$ cat src/rtl/if_stage_if.sv
// Instruction-memory request/ready port between the fetch stage and instruction memory.
interface if_stage_if;
  logic        imem_req;
  logic [31:0] imem_addr;
  logic [31:0] imem_rdata;
  logic        imem_ready;

  modport master (output imem_req, output imem_addr, input imem_rdata, input imem_ready);
  modport slave  (input imem_req, input imem_addr, output imem_rdata, output imem_ready);
endinterface

$ cat src/rtl/if_stage.sv
// MIPS instruction-fetch stage with IF/ID register: PC selection, wait-state tolerant fetch,
// wrong-path squashing on redirect/flush and a one-word skid buffer for stalls.
module if_stage #(
  parameter logic [31:0] RESET_PC = 32'h0000_0000,
  parameter logic [31:0] NOP_WORD = 32'h0000_0000
) (
  input  logic          clk,
  input  logic          rst,
  input  logic [1:0]    PcSrc,
  input  logic [31:0]   adrOfBranch,
  input  logic [31:0]   Jadr,
  input  logic [31:0]   JrAdr,
  input  logic          Flush,
  input  logic          Stall,
  if_stage_if.master    imem,
  output logic [31:0]   Instruction,
  output logic [31:0]   pc,
  output logic          IFID_valid
);

  localparam logic [1:0] S_FETCH = 2'd0;
  localparam logic [1:0] S_DRAIN = 2'd1;
  localparam logic [1:0] S_HELD  = 2'd2;

  localparam logic [1:0] OP_HOLD   = 2'd0;
  localparam logic [1:0] OP_BUBBLE = 2'd1;
  localparam logic [1:0] OP_MEM    = 2'd2;
  localparam logic [1:0] OP_BUF    = 2'd3;

  logic [1:0]  r_state;
  logic [31:0] r_pc;
  logic [31:0] r_pend;
  logic [31:0] r_buf;
  logic [31:0] r_instr;
  logic [31:0] r_pcout;
  logic        r_valid;

  logic [31:0] w_pc_plus4;
  logic [31:0] w_target;
  logic        w_redirect;
  logic        w_squash;
  logic [1:0]  w_state_next;
  logic [31:0] w_pc_next;
  logic [31:0] w_pend_next;
  logic [31:0] w_buf_next;
  logic [1:0]  w_ifid_op;

  assign w_pc_plus4 = r_pc + 32'd4;
  assign w_redirect = (PcSrc != 2'b00) && !Stall;
  assign w_squash   = w_redirect || Flush;

  always_comb begin
    case (PcSrc)
      2'b01:   w_target = adrOfBranch;
      2'b10:   w_target = Jadr;
      2'b11:   w_target = JrAdr;
      default: w_target = w_pc_plus4;
    endcase
  end

  // PC stays on the fetch address through DRAIN, so it doubles as the held request address.
  assign imem.imem_req  = rst && (r_state != S_HELD);
  assign imem.imem_addr = r_pc;

  always_comb begin
    w_state_next = r_state;
    w_pc_next    = r_pc;
    w_pend_next  = r_pend;
    w_buf_next   = r_buf;
    w_ifid_op    = OP_HOLD;
    case (r_state)
      S_FETCH: begin
        if (imem.imem_ready) begin
          if (w_redirect) begin
            w_pc_next = w_target;
            w_ifid_op = OP_BUBBLE;
          end else if (Stall) begin
            w_pc_next    = w_pc_plus4;
            w_buf_next   = imem.imem_rdata;
            w_state_next = S_HELD;
          end else begin
            w_pc_next = w_pc_plus4;
            w_ifid_op = Flush ? OP_BUBBLE : OP_MEM;
          end
        end else if (w_redirect) begin
          w_pend_next  = w_target;
          w_ifid_op    = OP_BUBBLE;
          w_state_next = S_DRAIN;
        end else if (!Stall) begin
          w_ifid_op = OP_BUBBLE;
        end
      end
      S_DRAIN: begin
        if (w_redirect) w_pend_next = w_target;
        if (!Stall) w_ifid_op = OP_BUBBLE;
        // A redirect arriving on the completing edge is the latest and wins.
        if (imem.imem_ready) begin
          w_pc_next    = w_redirect ? w_target : r_pend;
          w_state_next = S_FETCH;
        end
      end
      S_HELD: begin
        if (!Stall) begin
          w_state_next = S_FETCH;
          if (w_squash) begin
            if (w_redirect) w_pc_next = w_target;
            w_ifid_op = OP_BUBBLE;
          end else begin
            w_ifid_op = OP_BUF;
          end
        end
      end
      default: w_state_next = S_FETCH;
    endcase
  end

  always_ff @(posedge clk) begin
    if (!rst) begin
      r_state <= S_FETCH;
      r_pc    <= RESET_PC;
      r_pend  <= 32'd0;
      r_buf   <= 32'd0;
      r_instr <= NOP_WORD;
      r_pcout <= 32'd0;
      r_valid <= 1'b0;
    end else begin
      r_state <= w_state_next;
      r_pc    <= w_pc_next;
      r_pend  <= w_pend_next;
      r_buf   <= w_buf_next;
      case (w_ifid_op)
        OP_BUBBLE: begin
          r_instr <= NOP_WORD;
          r_pcout <= 32'd0;
          r_valid <= 1'b0;
        end
        OP_MEM: begin
          r_instr <= imem.imem_rdata;
          r_pcout <= w_pc_plus4;
          r_valid <= 1'b1;
        end
        OP_BUF: begin
          r_instr <= r_buf;
          r_pcout <= r_pc;
          r_valid <= 1'b1;
        end
        default: ;
      endcase
    end
  end

  assign Instruction = r_instr;
  assign pc          = r_pcout;
  assign IFID_valid  = r_valid;

endmodule
$ cat src/flat_wrapper.sv
// flat-port wrapper written by rule: the top's interface ports become plain ports
module if_stage_flat 
#(
  parameter logic [31:0] RESET_PC = 32'h0000_0000,
  parameter logic [31:0] NOP_WORD = 32'h0000_0000
)
  (clk, rst, PcSrc, adrOfBranch, Jadr, JrAdr, Flush, Stall, Instruction, pc, IFID_valid, imem_imem_req, imem_imem_addr, imem_imem_rdata, imem_imem_ready);
  if_stage_if imem_i ();
  input  logic clk;
  input  logic rst;
  input  logic [1:0] PcSrc;
  input  logic [31:0] adrOfBranch;
  input  logic [31:0] Jadr;
  input  logic [31:0] JrAdr;
  input  logic Flush;
  input  logic Stall;
  output logic [31:0] Instruction;
  output logic [31:0] pc;
  output logic IFID_valid;
  output wire logic [$bits(imem_i.imem_req)-1:0] imem_imem_req;
  output wire logic [$bits(imem_i.imem_addr)-1:0] imem_imem_addr;
  input wire logic [$bits(imem_i.imem_rdata)-1:0] imem_imem_rdata;
  input wire logic [$bits(imem_i.imem_ready)-1:0] imem_imem_ready;
  assign imem_imem_req = imem_i.imem_req;
  assign imem_imem_addr = imem_i.imem_addr;
  assign imem_i.imem_rdata = imem_imem_rdata;
  assign imem_i.imem_ready = imem_imem_ready;
  if_stage #(.RESET_PC(RESET_PC), .NOP_WORD(NOP_WORD)) u_core (.clk(clk), .rst(rst), .PcSrc(PcSrc), .adrOfBranch(adrOfBranch), .Jadr(Jadr), .JrAdr(JrAdr), .Flush(Flush), .Stall(Stall), .imem(imem_i), .Instruction(Instruction), .pc(pc), .IFID_valid(IFID_valid));
endmodule
$ cat config.mk
export PLATFORM = sky130hd
export DESIGN_NAME = if_stage_flat
export DESIGN_NICKNAME = d
export VERILOG_FILES = /design/src/rtl/if_stage_if.sv /design/src/rtl/if_stage.sv /design/src/flat_wrapper.sv
export SDC_FILE = /design/constraint.sdc
export NUM_CORES = 1
export LEC_CHECK = 0
export ABC_AREA = 0
export ABC_CLOCK_PERIOD_IN_PS = 2300
export CORE_ASPECT_RATIO = 1.25
export CORE_MARGIN = 3
export CORE_UTILIZATION = 45
export CTS_CLUSTER_SIZE = 16
export DETAILED_ROUTE_END_ITERATION = 10
export PLACE_DENSITY = 0.78
export SLEW_MARGIN = 20
export SYNTH_ARGS = -nofsm -noshare
export SYNTH_HDL_FRONTEND = slang
export SYNTH_SLANG_ARGS = --single-unit
$ cat constraint.sdc
create_clock -name clk -period 2.3 [get_ports clk]
set_clock_uncertainty 0.2 [all_clocks]
set_input_delay 0.46 -clock clk [delete_from_list [all_inputs] [get_ports clk]]
set_output_delay 0.46 -clock clk [all_outputs]
set_load 0.02 [all_outputs]
; Word level (Yosys, flattened, before mapping)
; Index checks and enable logic that the tools add are counted.
[op_classes]
add_sub_neg = 1
eq_ne = 18
n_mux = 30
bitwise_logic = 1
reduce_logical = 15
[op_table]
columns = operator, n
row1 = $pmux W32 S3, 4
row2 = $mux W32, 8
row3 = $pmux W32 S2, 1
row4 = $add A32 B3 Y32 const B, 1
row5 = $mux W2, 13
row6 = $pmux W2 S3, 2
row7 = $eq A2 B2 Y1 const B, 5
row8 = $ne A2 B2 Y1 const B, 5
row9 = $eq A2 B1 Y1 const B, 3
row10 = $ne A3 B2 Y1 const B, 2
row11 = $reduce_and A6 Y1, 1
row12 = $reduce_bool A2 Y1, 3
row13 = $reduce_bool A3 Y1, 2
row14 = $reduce_and A5 Y1, 1
row15 = $ne A2 B1 Y1 const B, 2
row16 = $reduce_and A4 Y1, 1
row17 = $ne A3 B3 Y1 const B, 1
row18 = $logic_and A1 B1 Y1, 2
row19 = $logic_not A2 Y1, 1
row20 = $pmux W1 S2, 1
row21 = $reduce_and A2 Y1, 1
row22 = $reduce_or A2 Y1, 1
row23 = $logic_not A1 Y1, 1
row24 = $logic_or A1 B1 Y1, 1
row25 = 2 further kinds, 2
[totals]
register_bits = 163
inputBits = 135
output_inout_bits = 98
wordCells = 72

; Depth between registers and ports, before layout
; Gate-level depths: netlist of the first run.
[logic_depth]
word_depth = 9
mapped_depth = 10
ltp_nobuf = 8

; Worst setup path before layout of the first run
; Ideal clock, no wire load.
[synth_path]
kind = flip-flop to flip-flop
from = register u_core.r_pc[14] (netlist: u_core.imem.imem_addr[14])
to = register u_core.r_pc[30] (netlist: u_core.imem.imem_addr[30])
setup_time_ns = 0.122
arrival_ns = 2.260
t_required_ns = 1.978
slack_ns = -0.282
path_stages_with_launch = 9
n_path_buf = 2
synth_period_minus_slack_ns = 2.582
cell_sequence = dfxtp_1 clkbuf_2 nand4_2 or4_4 buf_6 nor4_4 inv_1 a21o_1 a221o_1
[synth_via]
elab_chain_len = 6
word_cells_on_any_way = 10
cone_classes = add/sub: 1 / mux: 9
[synth_rtl]
columns = item, line_no
row1 = from (decl), if_stage.sv:31  ; logic [31:0] r_pc;
row2 = from (signal assigned), if_stage.sv:128  ; r_pc <= w_pc_next;
row3 = $add A32 B3 Y32 *, if_stage.sv:48  ; assign w_pc_plus4 = r_pc + 32'd4;
row4 = $pmux W32 S3, if_stage.sv:53  ; case (PcSrc)
row5 = $mux W32, if_stage.sv:106  ; if (w_redirect) w_pc_next = w_target;
row6 = $mux W32, if_stage.sv:105  ; if (w_squash) begin
row7 = $mux W32, if_stage.sv:103  ; if (!Stall) begin
row8 = $pmux W32 S3 *, if_stage.sv:71  ; case (r_state)
; Every way passes the cells marked *; elsewhere a longest branch is shown, timed or not. The select of a mux whose other input is x is not followed.
; A chain may end at the register's enable or synchronous reset.

; Worst setup path in the final report of the first run
[layout_path]
from = input imem_imem_ready
to = register u_core.r_pcout[19] (netlist: u_core.pc[19])
[layout_via]
elab_chain_len = 4
word_cells_on_any_way = 7
cone_classes = eq/ne: 3 / mux: 3 / reduce/logical: 1
[layout_rtl]
columns = item, line_no
row1 = from (decl), flat_wrapper.sv:23  ; input wire logic [$bits(imem_i.imem_ready)-1:0] imem_imem_ready;
row2 = $mux W2 *, if_stage.sv:73  ; if (imem.imem_ready) begin
row3 = $pmux W2 S3 *, if_stage.sv:71
row4 = $eq A2 B2 Y1 / $eq A2 B1 Y1 (equally long branches), if_stage.sv:131  ; case (w_ifid_op)
row5 = $pmux W32 S3 / $reduce_bool A3 Y1 (equally long branches), n/a
row6 = to (signal assigned), if_stage.sv:139  ; r_pcout <= w_pc_plus4;
row7 = to (signal assigned), if_stage.sv:144  ; r_pcout <= r_pc;
row8 = to (decl), if_stage.sv:35  ; logic [31:0] r_pcout;
; Every way passes the cells marked *; elsewhere a longest branch is shown, timed or not.

==> results of run 1 <==
==> registers in the layout (all words and copies together) (netlist names) <==
register	cells
u_core.Instruction	32
u_core.imem.imem_addr	32
u_core.IFID_valid	1
u_core.r_buf	32
u_core.pc	32
u_core.r_pend	32
u_core.r_state	2
==> worst max path at each step <==
| stage | from | end | slack (ns) | cells after the start |
|---|---|---|---|---|
| after floorplan | PcSrc[1] | u_core.pc[12] | -0.04 | 9 |
| after global placement | PcSrc[0] | u_core.imem.imem_addr[6] | -0.47 | 9 |
| after detailed placement | PcSrc[0] | u_core.imem.imem_addr[25] | -0.57 | 8 |
| after CTS | u_core.imem.imem_addr[18] | u_core.imem.imem_addr[30] | -0.06 | 7 |
| after global routing | imem_imem_ready | u_core.pc[19] | -0.12 | 8 |
| final | imem_imem_ready | u_core.pc[19] | -0.08 | 8 |
==> cells by family (layout without fill, tap and decap cells) <==
| family | after synthesis | after routing | synth area share [%] |
|---|---|---|---|
| buffers and inverters | 125 | 552 | 5.530 |
| flip-flops | 163 | 163 | 36.42 |
| adder cells (fa/ha/maj) | 5 | 5 | 0.6982 |
| multiplexers | 37 | 37 | 4.301 |
| AO/OA/AOI/OAI | 414 | 414 | 29.86 |
| AND/OR/NAND/NOR | 429 | 429 | 21.44 |
| XOR/XNOR | 18 | 18 | 1.760 |
==> final cells by class <==
| class | count | area (sq um) | share of cell area [%] |
|---|---|---|---|
| clock buffers | 17 | 425.4 | 2.911 |
| well taps | 265 | 331.6 | 2.269 |
| inverters | 17 | 71.32 | 0.4881 |
| clock inverters | 15 | 188.9 | 1.293 |
| flip-flops and latches | 163 | 3292 | 22.53 |
| repair buffers | 503 | 4765 | 32.61 |
| multi-input cells | 903 | 5539 | 37.91 |
==> what timing repair did <==
action	in CTS	in global routing
endpoints found under the setup margin	86	82
hold buffers	0	0
pin swaps	20	26
setup buffers	5	14
gates cloned	0	2
gates resized for setup	52	63
==> critical path, cell delays in order <==
cell             delay, ns
clkdlybuf4s50_1       0.49
buf_4                 0.17
nor4b_1               0.44
o21ai_1               0.23
nor3_1                0.24
xnor2_1               0.14
a22oi_1               0.25
nor2_1                0.08
==> placed cells by master (no fill, tap or decap), types with 14 or more instances in the layout <==
| cell type | netlist | final |
|---|---|---|
| a21oi_1 | 154 | 151 |
| a221oi_1 | 18 | 18 |
| a222oi_1 | 34 | 34 |
| buf_12 | 0 | 24 |
| buf_4 | 0 | 228 |
| buf_6 | 1 | 15 |
| clkbuf_16 | 0 | 19 |
| clkdlybuf4s50_1 | 0 | 218 |
| dfxtp_1 | 163 | 146 |
| dfxtp_2 | 0 | 14 |
| mux2i_1 | 25 | 25 |
| nand2_1 | 183 | 179 |
| nand3_1 | 36 | 33 |
| nor2_1 | 122 | 117 |
| nor3_1 | 26 | 24 |
| o21ai_0 | 81 | 70 |
==> metrics by stage <==
stage	power, W	setup TNS (ns)	util [%]
floorplan	0.004821	-0.1072	-
global placement	0.006654	-38.97	68.82
detailed placement	0.006682	-45.68	68.82
CTS	0.009655	-0.08789	72.86
global route	0.01024	-0.9547	75.05
finish	0.009929	-0.1245	75.05
==> power breakdown <==
part | leakage, nW | internal, W | total (W) | switching [W]
Sequential | 1.33 | 0.00306 | 0.00325 | 0.000195
Combinational | 4.21 | 0.00169 | 0.00373 | 0.00204
Clock | 0.298 | 0.00148 | 0.00294 | 0.00146
Total | 5.85 | 0.00623 | 0.00993 | 0.00370
==> layer usage <==
metal | vias up | wire, um | global-route usage (%)
met1 | 5378 | 15810 | 43.23
met5 | - | 0 | 0
met4 | 0 | 2166 | 15.41
met3 | 154 | 3947 | 8.578
li1 | 5178 | - | -
met2 | 748 | 18990 | 57.40
==> metrics, run 1 <==
Final setup viols=5; Vias=11458; Avg Inst Size Synth=7.523 sq um; clock latency on the worst-skew pair=0.43 ns; drt wl/cell=21.72 um; clock sinks=163; CP arrival=2.49 ns; Max Fclk=419.8 MHz; max-slew violations=0; worst hold stages=2; Crit Reg-Reg Endpoint=u_core.imem.imem_addr[30]; Crit path required time=2.41 ns; slack of the critical path=-0.08190 ns; pre-CTS setup slack=-0.5684 ns; R2R depth=7; Post-Layout Cell Count=1883; RR Startpoint=u_core.imem.imem_addr[10]; relative slew slack=62.89%; vias per inst=6.085; clk buf depth=2; Starting Density=46.02%; synth top area cells=dfxtp_1 36%, a21oi_1 8.6%, nand2_1 7.7%; synthesized area=0.008960 sq mm; EDFF count, synth=0; IO Pins=233; vias in the first global route=10724; Remaining DRCs=0; share of the synthesized area in the top cell type=36.42%; Die ar.=0.02165 sq mm; Post-DRT Antenna Nets=0; ys async rst share=0%; H-tree Lvls=4; nets=1745; Final HPWL DP=29.33 mm; HP Start=u_core.pc[24]; DIE HEIGHT=163.8 um; Final Cycle Share=103.6%; CTS Buf Count=17; fillers=1428; 1st-iter DRT viols=1576; routability cong.=1.028; fin crit period=2.382 ns; first-pass GRT wire length=60.15 mm; final hold vios=0; min-delay worst type=reg -> reg; violated checks=setup timing; synth cell count leaders=183 x nand2_1, 163 x dfxtp_1, 154 x a21oi_1, 122 x nor2_1, 82 x clkbuf_1; gr ovfl total=0; cell area after layout=0.01461 sq mm; Min Hold Slack=0.2516 ns; most common flop cell mapped by yosys=dfxtp_1; reg2reg setup slack=-0.03 ns; peak supply drop=0.0005873 V; status=finished, violations left; CP Capture Type=flip-flop; Unique masters post-synth=67; pwr/cell area=679.5 mW/mm^2; most common cell in the synthesized netlist=nand2_1; P&R area growth vs syn=63.09%; Leak=5.846 nW; # port buffers=232; Die Wd=132.2 um; largest net degree at the start of global routing=47; Yosys reg bits=163; clk slew on worst S/H paths=0.07 ns; Critical Path Fanout Max=7; DRT Pass-1 Iters=6; Ys Warns=0; Placed Area=0.01340 sq mm; Row Count=57; Synth Instances=1191; Overall Global Routing Usage=34.75%; RSZ-0062 raised after global routing=true; CP Launch Type=input port; placed instance count=1830; Synthesized Nets=1331; layout cell share with drive strength beyond 1=24.60%; antenna diode count=0; CTS tree=done; post-synthesis sequential area ratio=36.42%; Worst Max-Slew Pin Slew=0.5545 ns; maxcap violations=0; core area=0.01947 sq mm; critical path type=in -> reg; hold endpoint=u_core.pc[24]; initial antenna violation count=0; drt total wl=40.91 mm; Root Driver=clkbuf_16; Synth area leader=dfxtp_1
No activity file was read; power rests on OpenSTA's default activity.
==> run 2, diff against run 1 <==
- ABC_CLOCK_PERIOD_IN_PS: 2300 -> 2800
- CORE_UTILIZATION: 45 -> 53
- GPL_TIMING_DRIVEN: unset -> 0
- PLACE_DENSITY: 0.78 -> 0.86
- clock period: 2.3 -> 2.8 ns (I/O delays scaled with it)
==> run 2 against run 1 <==
Against the previous run:
- the flow still finishes with violations (setup timing)
- non-clock buffer count shrank 166
- clock power is 18% lower
- first-iteration DRC count decreased by 0.89%
- critical path type is now reg -> out
- highest routed layer unchanged
==> metrics, run 2 (same netlist as run 1, synthesis figures left out) <==
Placed Area=0.01153 sq mm; CTS tree=done; Die ar.=0.01851 sq mm; NetSw=0.002882 W; Starting Density=54.65%; RSZ-0062 raised after global routing=true; routability cong.=1.010; drt total wl=40.19 mm; slack of the critical path=-0.07207 ns; violated checks=setup timing; Max stage delay on crit path=0.35 ns; CP Cell Sequence=inv_1 > ha_2 > clkbuf_4 > clkbuf_4 > clkbuf_8 > nor2_1 > buf_2; Internal Pwr Total=0.004593 W; nets=1579; initial antenna violation count=0; first-pass GRT wire length=58.84 mm; Crit path required time=2.04 ns; switch share=38.56%; relative slew slack=38.95%; placed instance count=1637; clock sinks=163; CP arrival=2.11 ns; logic gate share of total power=30.9%; Final HPWL DP=30.00 mm; RR Startpoint=u_core.r_state[1]; Top delay family on crit path=buffers and inverters; Final Cycle Share=102.6%; HP Start=u_core.pc[9]; # port buffers=230; critical path type=reg -> out; drt wl/cell=24.09 um; Post-DRT Antenna Nets=0; CP startpoint=u_core.r_state[0]; DIE HEIGHT=151.4 um; IO Pins=233; CP Capture Type=output port; fin crit period=2.872 ns; clock share of power=32.2%; FF/Latch Area=0.003268 sq mm; Post-CTS Hold Fix Bufs=0; clk slew on worst S/H paths=0.08 ns; P&R area growth vs syn=38.68%; part of the power in registers=36.9%; Remaining DRCs=0; Leak=4.555 nW; Multi-input gate area=0.005366 sq mm; Die Wd=122.3 um; reg2reg setup slack=-0.02 ns; most frequent cells in the layout=229 x clkdlybuf4s50_1, 182 x nand2_1, 159 x dfxtp_1; Critical Path Fanout Max=10; CP Launch Type=flip-flop; Vias=11027; CTS Buf Count=17; H-tree Lvls=4; max-slew violations=0; total power=0.007476 W; vias in the first global route=10490; min-delay worst type=reg -> reg; Crit-path slowest cell=dfxtp_2; Min Hold Slack=0.2591 ns; vias per inst=6.611; core area=0.01640 sq mm; pre-CTS setup slack=-1.070 ns; final hold vios=0; Max Fclk=348.2 MHz; 1st-iter DRT viols=1562; fillers=1253; Worst path most repeated cell=clkbuf_4; gr ovfl total=0; cell area after layout=0.01243 sq mm; peak supply drop=0.0005387 V; layout cell share with drive strength beyond 1=10.81%; CP bufs+invs=5; DRT Pass-1 Iters=8; antenna diode count=0; Root Driver=clkbuf_16; Row Count=52; status=finished, violations left; commonest non-fill, non-tap cell in the layout=clkdlybuf4s50_1; maxcap violations=0; pwr/cell area=601.6 mW/mm^2; clk buf depth=2; largest net degree at the start of global routing=20; clock latency on the worst-skew pair=0.44 ns; Overall Global Routing Usage=41.57%; Final setup viols=2; Post-Layout Cell Count=1668; Worst Max-Slew Pin Slew=0.9062 ns
run 2: area by class of cell:
class / instances / share of cell area (%)
multi-input cells: 903 / 43.19
flip-flops and latches: 163 / 26.30
repair buffers: 233 / 18.67
plain buffers: 104 / 4.229
clock buffers: 17 / 3.424
well taps: 216 / 2.175
clock inverters: 15 / 1.470
inverters: 17 / 0.5438
run 2: final timing paths:
kind                   endpoint  cells past startpoint
hold / removal     u_core.pc[9]                      2
hold reg to reg    u_core.pc[9]                      2
setup reg to reg  u_core.pc[21]                      7
setup / recovery  imem_imem_req                      7
run 2: worst min-delay path, stage by stage (launching register included):
cell and delay (ns):
dfxtp_1 0.31, nand2_1 0.05, a21oi_1 0.05
run 2: per-stage QoR:
stage / util (%) / setup TNS, ns
floorplan: - / 0
global placement: 70.34 / -87.16
detailed placement: 70.34 / -90.19
CTS: 74.75 / 0
global route: 75.79 / -0.4437
finish: 75.79 / -0.08932
run 2: repair_timing:
| action | CTS | global route |
|---|---|---|
| setup endpoints to repair | 118 | 98 |
| gates cloned | 0 | 0 |
| setup buffers | 1 | 2 |
| pin swaps | 0 | 3 |
| resized for setup | 62 | 70 |
run 2: power groups by stage:
stage	logic [W]	registers (W)	clock network [W]
6_report	0.00231	0.00276	0.00241
5_1_grt	0.00241	0.00276	0.00249
4_1_cts	0.00220	0.00272	0.00240
3_5_place_dp	0.00216	0.00277	0
3_3_place_gp	0.00215	0.00276	0
2_1_floorplan	0.00110	0.00283	0
run 2: layer usage:
metal	vias up	GRT usage, %	wire (um)
li1	4873	-	-
met1	5040	48.31	14250
met2	917	68.78	18570
met3	197	9.563	4675
met4	0	26.16	2692
met5	-	0	0
